### src/rtl/fetch_buffer.sv
// fetch_buffer: instruction fetch front end. Owns the fetch PC, issues
// sequential word reads to a one-cycle-latency instruction memory, queues
// returned {pc, inst} pairs in a small FIFO and hands the head entry to
// decode over valid/ready. A redirect flushes the queue, drops the
// in-flight read and restarts fetch at the target.
module fetch_buffer #(
   parameter int unsigned DEPTH    = 4,
   parameter logic [31:0] RESET_PC = 32'h01000000
) (
   input  logic                      clock,
   input  logic                      reset,
   input  logic                      redirect_valid,
   input  logic [31:0]               redirect_pc,
   output logic                      imem_req,
   output logic [31:0]               imem_addr,
   input  logic [31:0]               imem_data,
   output logic                      dec_valid,
   input  logic                      dec_ready,
   output logic [31:0]               dec_pc,
   output logic [31:0]               dec_inst,
   output logic [$clog2(DEPTH):0]    occupancy
);

   localparam int unsigned PW  = $clog2(DEPTH);
   localparam int unsigned CW  = PW + 1;
   localparam logic [31:0] NOP = 32'h00000013;

   logic [31:0]   fetch_pc_q,    fetch_pc_d;
   logic          inflight_q,    inflight_d;
   logic [31:0]   inflight_pc_q, inflight_pc_d;
   logic [PW-1:0] rd_ptr_q,      rd_ptr_d;
   logic [PW-1:0] wr_ptr_q,      wr_ptr_d;
   logic [CW-1:0] count_q,       count_d;
   logic [31:0]   hold_pc_q,     hold_pc_d;
   logic [31:0]   hold_inst_q,   hold_inst_d;

   logic [31:0]   slot_pc_q   [DEPTH];
   logic [31:0]   slot_inst_q [DEPTH];

   logic          pop;
   logic          push;
   logic          issue;
   logic          wr_en;
   logic [CW:0]   level;
   logic [31:0]   head_pc;
   logic [31:0]   head_inst;

   // Handshake, issue decision and decode-facing outputs.
   always_comb begin
      head_pc   = slot_pc_q[rd_ptr_q];
      head_inst = slot_inst_q[rd_ptr_q];
      dec_valid = (count_q != '0);
      pop       = dec_valid & dec_ready;
      // Entries held plus the read in flight, minus what leaves this cycle.
      level     = {1'b0, count_q}
                + {{CW{1'b0}}, inflight_q}
                - {{CW{1'b0}}, pop};
      issue     = reset & ~redirect_valid & (level < (CW+1)'(DEPTH));
      push      = inflight_q & ~redirect_valid;
      wr_en     = push & reset;
      imem_req  = issue;
      imem_addr = fetch_pc_q;
      // With the queue empty, decode keeps seeing the last presented entry.
      dec_pc    = dec_valid ? head_pc   : hold_pc_q;
      dec_inst  = dec_valid ? head_inst : hold_inst_q;
      occupancy = count_q;
   end

   // Next-state logic for PC, in-flight tracking and FIFO bookkeeping.
   always_comb begin
      fetch_pc_d    = fetch_pc_q;
      inflight_d    = 1'b0;
      inflight_pc_d = inflight_pc_q;
      rd_ptr_d      = rd_ptr_q;
      wr_ptr_d      = wr_ptr_q;
      count_d       = count_q;
      hold_pc_d     = dec_valid ? head_pc   : hold_pc_q;
      hold_inst_d   = dec_valid ? head_inst : hold_inst_q;

      if (redirect_valid) begin
         // A same-cycle pop still reaches decode; everything behind it is flushed.
         fetch_pc_d = redirect_pc & 32'hFFFF_FFFC;
         inflight_d = 1'b0;
         rd_ptr_d   = '0;
         wr_ptr_d   = '0;
         count_d    = '0;
      end else begin
         if (issue) begin
            fetch_pc_d    = fetch_pc_q + 32'd4;
            inflight_d    = 1'b1;
            inflight_pc_d = fetch_pc_q;
         end
         if (push) begin
            wr_ptr_d = wr_ptr_q + PW'(1);
         end
         if (pop) begin
            rd_ptr_d = rd_ptr_q + PW'(1);
         end
         count_d = count_q + CW'(push) - CW'(pop);
      end
   end

   // Control state register with synchronous active-low reset.
   always_ff @(posedge clock) begin
      if (!reset) begin
         fetch_pc_q    <= RESET_PC;
         inflight_q    <= 1'b0;
         inflight_pc_q <= RESET_PC;
         rd_ptr_q      <= '0;
         wr_ptr_q      <= '0;
         count_q       <= '0;
         hold_pc_q     <= RESET_PC;
         hold_inst_q   <= NOP;
      end else begin
         fetch_pc_q    <= fetch_pc_d;
         inflight_q    <= inflight_d;
         inflight_pc_q <= inflight_pc_d;
         rd_ptr_q      <= rd_ptr_d;
         wr_ptr_q      <= wr_ptr_d;
         count_q       <= count_d;
         hold_pc_q     <= hold_pc_d;
         hold_inst_q   <= hold_inst_d;
      end
   end

   // FIFO storage; returned word paired with the PC that requested it.
   always_ff @(posedge clock) begin
      if (wr_en) begin
         slot_pc_q[wr_ptr_q]   <= inflight_pc_q;
         slot_inst_q[wr_ptr_q] <= imem_data;
      end
   end

endmodule
### config.mk
export PLATFORM = sky130hd
export DESIGN_NAME = fetch_buffer
export DESIGN_NICKNAME = d
export VERILOG_FILES = /design/src/rtl/fetch_buffer.sv
export SDC_FILE = /design/constraint.sdc
export NUM_CORES = 1
export LEC_CHECK = 0
export ABC_AREA = 0
export CORE_AREA = 2 2 220 157
export CTS_CLUSTER_DIAMETER = 30
export CTS_CLUSTER_SIZE = 28
export DETAILED_ROUTE_END_ITERATION = 10
export DIE_AREA = 0 0 222 159
export DONT_BUFFER_PORTS = 1
export PLACE_DENSITY = 0.73
export SLEW_MARGIN = 20
export SYNTH_ARGS = -nofsm -noshare
export SYNTH_HDL_FRONTEND = slang
export SYNTH_SLANG_ARGS = --single-unit
### constraint.sdc
create_clock -name clock -period 3.2 [get_ports clock]
set_input_delay 0.64 -clock clock [delete_from_list [all_inputs] [get_ports clock]]
set_output_delay 0.64 -clock clock [all_outputs]
set_load 0.03 [all_outputs]
==> run_results.csv, run 1 <==
group,metric,value,unit
floorplanning,die_width,222,um
timing,hold_violations,0,
hold_path,hold_path.class,"in2reg",
worst_setup_path,start_kind,"flop",
worst_setup_path,critPathRequiredTime,2560,ps
placed_design,hpwlAfterDp,19.7,mm
logic_synthesis,ys_warn_count,0,
cells_and_area,fin_util,53.1,%
timing,rsz0062_at_grt,"yes",
timing,fmax,312,MHz
cells_and_area,nNetsFinal,1169,
logic_synthesis,synth.distinct_cells,55,
power_and_ir_drop,p_clk_share,49.3,%
floorplanning,start_util,44.7,%
clock_tree,cts_buffers,58,
outcome,violations,"negative setup slack",
power_and_ir_drop,power.switching,3.19,mW
route,viasPerCell,5.44,
logic_synthesis,syn_area,0.0148,mm2
power_and_ir_drop,pwr-share-comb,7.4,%
route,wl,32.7,mm
worst_setup_path,arrival,2560,ps
route,drt_iter0_markers,656,
timing,finalClockSkew,31.0,ps
placed_design,port_buffers,0,
route,detail_route.wl_per_cell,20.8,um
route,dr_total_vias,8572,
power_and_ir_drop,seq_power_share,43.2,%
timing,worst_slack,-1.01,ps
cells_and_area,drive_above_1_share,20.7,%
placed_design,gp_congestion,0.762,
logic_synthesis,synth.most_common_cell,"edfxtp_1",
worst_setup_path,endpoint_kind,"primary output",
hold_path,min_delay_path_depth,0,
power_and_ir_drop,p_sw_share,25.0,%
worst_setup_path,cp_max_fo,8,
hold_path,hp-start,"imem_data[4]",
logic_synthesis,synthArstFlopShare,0,%
flow_run,cap_violations,0,
cells_and_area,diodes,0,
clock_tree,clock-root-buffer,"clkbuf_16",
logic_synthesis,synth_seq_area_share,68.4,%
logic_synthesis,synth-edff-count,248,
cells_and_area,area_delta_synth_final,19.0,%
worst_setup_path,crit_chain,"nor3_4 > inv_2 > nand2_2 > or2_4 > ha_4 > and2_4 > a31o_4 > o31ai_4 > inv_4",
route,remaining_drc_errors,0,
power_and_ir_drop,p_leak,6.17,nW
worst_setup_path,cp_slowest_cell,"dfxtp_4",
grt,groute.usage.overall,18.9,%
logic_synthesis,synthCells,1047,
floorplanning,rows,56,
clock_tree,cts_num_sinks,382,
logic_synthesis,avgSynthCellArea,14.1,um2
logic_synthesis,netlist_top_cells_area,"edfxtp_1 (50%), dfxtp_1 (18%), mux4_2 (9.4%)",
clock_tree,clock_path_buffers,3,
power_and_ir_drop,intPower,9.57,mW
logic_synthesis,synthTopCellsByCount,"edfxtp_1 (248), nand2_1 (204), dfxtp_1 (134)",
route,drt-pass1-iter-count,5,
floorplanning,dieHeight,159,um
clock_tree,path_clk_slew,60,ps
clock_tree,cts_tree,"done",
hold_path,holdPathEnd,"slot_inst_q[3][4]",
worst_setup_path,r2r_end,"imem_addr[12]",
timing,hold_ws,155,ps
timing,worst_pin_slew,896,ps
timing,drv_slew,0,
floorplanning,core_area,0.0331,mm2
timing,finalSetupTns,-1.01,ps
worst_setup_path,slowest_delay,450,ps
grt,grt_pass1_wl,51.4,mm
timing,finalCritPeriodShare,100,%
timing,slew_headroom,40.3,%
worst_setup_path,reg2reg_slack,180,ps
logic_synthesis,ys_seq_elements,382,
clock_tree,htreeDepth,2,
clock_tree,insertion_delay,580,ps
grt,grt_pass1_vias,8840,
worst_setup_path,reg2reg_depth,13,
route,antenna_left,0,
outcome,status,"finished, violations left",
timing,final.min_clock_period,3200,ps
worst_setup_path,rr_startpoint,"occupancy[2]",
grt,grt-ovfl-total,0,
grt,grt_max_degree,90,
floorplanning,fp.dieArea,0.0353,mm2
power_and_ir_drop,irDropWorstVdd,0.531,mV
grt,antenna_found_initial,1,
logic_synthesis,synth.largest_area_cell,"edfxtp_1",
power_and_ir_drop,pwr_density_cell,724,mW/mm2
logic_synthesis,yosysTopAreaCellShare,50.3,%
logic_synthesis,synth_ff_type,"edfxtp_1",
timing,final-setup-viol-count,1,
worst_setup_path,crit_type,"reg2out",
floorplanning,pin_count,169,
final cells by class:
| type | instances | area [um2] |
|---|---|---|
| tap | 435 | 544 |
| timing repair buffer | 45 | 417 |
| clock inverter | 41 | 468 |
| inverter | 12 | 47.5 |
| clock buffer | 68 | 1520 |
| multi-input combinational | 593 | 4470 |
| fill | 2712 | 15500 |
| sequential | 382 | 10100 |
flip-flops by register name (all words and copies together) (netlist names), named ones only:
name           flops
inflight_pc_q     30
wr_ptr_q           2
occupancy          3
inflight_q         1
hold_inst_q       32
slot_inst_q      128
rd_ptr_q           2
slot_pc_q        120
imem_addr         30
hold_pc_q         32
critical path: cells and delay by family, from the launching register on:
family | cells | cell delay (ps)
flops | 1 | 450
compound gates | 2 | 540
fa+ha+maj | 1 | 220
simple gates | 4 | 540
buf+inv | 2 | 220
placed cells by master, fill, tap and decap left out, types with 6 or more instances in the layout:
master / count
bufinv_16: 6
buf_4: 38
and3_1: 6
ha_1: 7
clkinv_2: 7
nand4_1: 10
a31oi_1: 14
mux4_2: 62
a21oi_1: 9
nand2_1: 203
o21ai_0: 26
nor2_1: 44
dfxtp_1: 129
clkbuf_1: 8
buf_12: 6
clkinvlp_4: 6
and2_1: 62
o31ai_1: 11
mux2i_1: 30
inv_6: 6
or4_1: 13
clkbuf_16: 59
inv_1: 9
nand3_1: 15
edfxtp_1: 248
power by group through the flow:
stage	registers [mW]	clock network, mW	logic (mW)
5_1_grt	5.53	6.64	1.04
4_1_cts	5.52	6.41	0.955
2_1_floorplan	5.60	0	0.729
3_5_place_dp	5.62	0	0.939
6_report	5.52	6.29	0.949
3_3_place_gp	5.61	0	0.922
worst max path at each step:
stage            startpoint  slack (ps)       endpoint
5_1_grt        occupancy[1]        -120       imem_req
6_report       occupancy[2]          -1       imem_req
4_1_cts        occupancy[2]         -10       imem_req
2_1_floorplan  occupancy[2]          20       imem_req
3_3_place_gp      dec_ready         120  imem_addr[21]
3_5_place_dp      dec_ready          70  imem_addr[12]
stage by stage:
| stage | power, mW | instances | cell area [um2] | setup slack [ps] |
|---|---|---|---|---|
| floorplan | 6.33 | 1048 | 14800 | 15.3 |
| global placement | 6.53 | 1458 | 15500 | 121 |
| detailed placement | 6.56 | 1458 | 15500 | 74.5 |
| CTS | 12.9 | 1570 | 17600 | -14.4 |
| global route | 13.2 | 1576 | 17600 | -116 |
| finish | 12.8 | 1576 | 17600 | -1.01 |
logic make-up (layout without fill, tap and decap cells):
logic type	count (synthesis)	in the layout	synth area share [%]
AO/OA/AOI/OAI	84	84	3.87
XOR/XNOR	11	11	0.701
adder cells (fa/ha/maj)	9	9	0.811
buffers and inverters	73	166	2.05
flip-flops	382	382	68.4
multiplexers	94	94	11.6
other	1	2	0.0253
AND/OR/NAND/NOR	393	393	12.5
repair_timing:
action / CTS / global route
hold endpoints to repair: 0 / 0
setup endpoints to repair: 2 / 14
pin swaps: 2 / 0
gates resized for setup: 13 / 0
hold buffers: 0 / 0
cloned: 0 / 0
setup buffers: 3 / 6
metal layers:
metal / GRT usage (%) / up-vias / wire length (um) / share of wire, %
li1: - / 4001 / - / -
met1: 24.7 / 4196 / 13800 / 42
met2: 30.5 / 311 / 15500 / 47
met3: 6.16 / 64 / 2840 / 8.7
met4: 5.37 / 0 / 640 / 2.0
met5: 0 / - / 0 / 0
(Power assumes the default switching activity.)
==> run 2, diff against run 1 <==
--- a/config.mk
+++ b/config.mk
@@ -17,3 +17,4 @@
 export SYNTH_ARGS = -nofsm -noshare
 export SYNTH_HDL_FRONTEND = slang
 export SYNTH_SLANG_ARGS = --single-unit
+export TNS_END_PERCENT = 10
==> run 2 against run 1 <==
Effect of this change: the flow now finishes without violations; critical path depth stayed put; setup slack better by 2.6 ps; wire length is 0.18% higher; die area stayed put; clock-buffer cell count stayed put; cell area is 0.11% lower; clock power hardly changed; largest power group unchanged; critical path type unchanged.
==> run_results.csv, run 2 (synthesized netlist as in run 1, its figures left out) <==
group,metric,value,unit
placed_design,hpwlAfterDp,19.7,mm
floorplanning,fp.dieArea,0.0353,mm2
route,detail_route.wl_per_cell,20.9,um
power_and_ir_drop,pwr-share-comb,7.4,%
route,drt-pass1-iter-count,5,
timing,rsz0062_at_grt,"yes",
hold_path,hp-start,"imem_data[4]",
worst_setup_path,cp_slowest_cell,"dfxtp_4",
clock_tree,insertion_delay,580,ps
worst_setup_path,endpoint,"imem_req",
worst_setup_path,crit_type,"reg2out",
timing,worst_pin_slew,883,ps
power_and_ir_drop,pwr_density_cell,725,mW/mm2
worst_setup_path,crit_chain,"nor3_4 > inv_2 > nand2_2 > or2_4 > ha_4 > and2_4 > a31o_4 > o31ai_4 > inv_4",
worst_setup_path,start_kind,"flop",
outcome,status,"finished clean",
worst_setup_path,rr_startpoint,"occupancy[2]",
clock_tree,path_clk_slew,60,ps
hold_path,hold_path.class,"in2reg",
worst_setup_path,arrival,2560,ps
floorplanning,start_util,44.7,%
route,wl,32.8,mm
worst_setup_path,worstSetupStartpoint,"occupancy[2]",
clock_tree,hold_buffers,0,
timing,final.min_clock_period,3200,ps
grt,groute.usage.overall,18.9,%
floorplanning,die_width,222,um
cells_and_area,nFillCells,2711,
cells_and_area,reg_top3,"slot_inst_q (128), slot_pc_q (120)",
placed_design,port_buffers,0,
floorplanning,pin_count,169,
cells_and_area,diodes,0,
grt,grt_max_degree,90,
grt,grt_pass1_wl,51.4,mm
cells_and_area,top_register,"slot_inst_q",
timing,fmax,313,MHz
cells_and_area,nNetsFinal,1163,
power_and_ir_drop,p_leak,6.14,nW
timing,final-setup-viol-count,0,
clock_tree,htreeDepth,2,
grt,antenna_found_initial,1,
worst_setup_path,cp_max_fo,8,
power_and_ir_drop,seq_power_share,43.3,%
worst_setup_path,endpoint_kind,"primary output",
route,antenna_left,0,
clock_tree,cts_buffers,58,
timing,slew_headroom,41.1,%
clock_tree,clock-root-buffer,"clkbuf_16",
floorplanning,rows,56,
power_and_ir_drop,p_sw_share,24.9,%
worst_setup_path,reg2reg_slack,170,ps
clock_tree,clock_path_buffers,3,
worst_setup_path,slowest_delay,450,ps
timing,finalCritPeriodShare,99.9,%
route,remaining_drc_errors,0,
placed_design,gp_congestion,0.762,
cells_and_area,area_delta_synth_final,18.8,%
timing,finalSetupTns,0,ps
placed_design,dpl_cell_area,0.0155,mm2
cells_and_area,drive_above_1_share,20.9,%
cells_and_area,final_common_cell,"edfxtp_1",
power_and_ir_drop,power.switching,3.18,mW
cells_and_area,final_cell_mix,"edfxtp_1 (248), nand2_1 (196), dfxtp_1 (129)",
route,viasPerCell,5.47,
worst_setup_path,r2r_end,"imem_addr[12]",
timing,drv_slew,0,
worst_setup_path,reg2reg_depth,13,
timing,finalClockSkew,28.9,ps
clock_tree,cts_num_sinks,382,
power_and_ir_drop,irDropWorstVdd,0.531,mV
floorplanning,dieHeight,159,um
timing,hold_violations,0,
route,drt_iter0_markers,664,
worst_setup_path,critPathRequiredTime,2560,ps
power_and_ir_drop,intPower,9.57,mW
flow_run,cap_violations,0,
power_and_ir_drop,p_clk_share,49.3,%
cells_and_area,largest_reg_flops,128,
grt,grt_pass1_vias,8840,
grt,grt-ovfl-total,0,
clock_tree,cts_tree,"done",
cells_and_area,stdcell_area,0.0176,mm2
route,dr_total_vias,8592,
floorplanning,core_area,0.0331,mm2
run 2: changes by cell type in the layout (fill, tap and decap cells not counted), sizes merged:
cell and change:
buf -6
run 2: critical path: cells and delay by family (launching register included):
family	cells	cell delay, ps
AO/OA/AOI/OAI	2	540
buffers and inverters	2	220
flip-flops	1	450
AND/OR/NAND/NOR	4	540
adder cells (fa/ha/maj)	1	220
run 2: how the worst min path moves through the flow:
stage                         to  slack [ps]  depth (start not counted)
6_report       slot_inst_q[3][4]         160                          0
5_1_grt        slot_inst_q[3][4]         120                          0
4_1_cts        inflight_pc_q[24]         130                          1
3_5_place_dp        hold_pc_q[1]         460                          1
3_3_place_gp        hold_pc_q[1]         460                          1
2_1_floorplan       hold_pc_q[0]         440                          1
run 2: metrics by stage:
step / util, % / worst slack, ps / instances / hold slack [ps] / power, mW
after floorplan: - / 15.3 / 1048 / 444 / 6.33
after global placement: 46.7 / 121 / 1458 / 458 / 6.53
after detailed placement: 46.7 / 74.5 / 1458 / 464 / 6.56
after CTS: 53.0 / -14.4 / 1570 / 127 / 12.9
after global routing: 53.1 / -116 / 1570 / 120 / 13.2
final: 53.1 / 1.63 / 1570 / 160 / 12.8
run 2: final cells by class:
cell class / count / area (um2) / area share, %
sequential: 382 / 10100 / 57.7
multi-input combinational: 593 / 4480 / 25.5
clock buffer: 68 / 1520 / 8.64
tap: 435 / 544 / 3.09
clock inverter: 41 / 468 / 2.66
timing repair buffer: 39 / 379 / 2.16
inverter: 12 / 47.5 / 0.270
run 2: timing repair:
item	CTS	global route
setup endpoints to repair	2	14
hold endpoints to repair	0	0
pin swaps	2	0
resized for setup	13	8
buffers inserted	3	0
cloned	0	0
run 2: power groups by stage:
stage | registers [mW] | logic [mW] | clock network (mW)
after floorplan | 5.60 | 0.729 | 0
after global placement | 5.61 | 0.922 | 0
after detailed placement | 5.62 | 0.939 | 0
after CTS | 5.52 | 0.955 | 6.41
after global routing | 5.53 | 1.04 | 6.64
final | 5.52 | 0.948 | 6.28
run 2: per-layer routing:
layer	track usage, %	share of wire, %	vias to the layer above	wire length (um)
met2	30.5	47	296	15500
li1	-	-	3993	-
met5	0	0	-	0
met1	24.7	42	4241	13800
met3	6.16	8.7	62	2860
met4	5.37	1.9	0	624
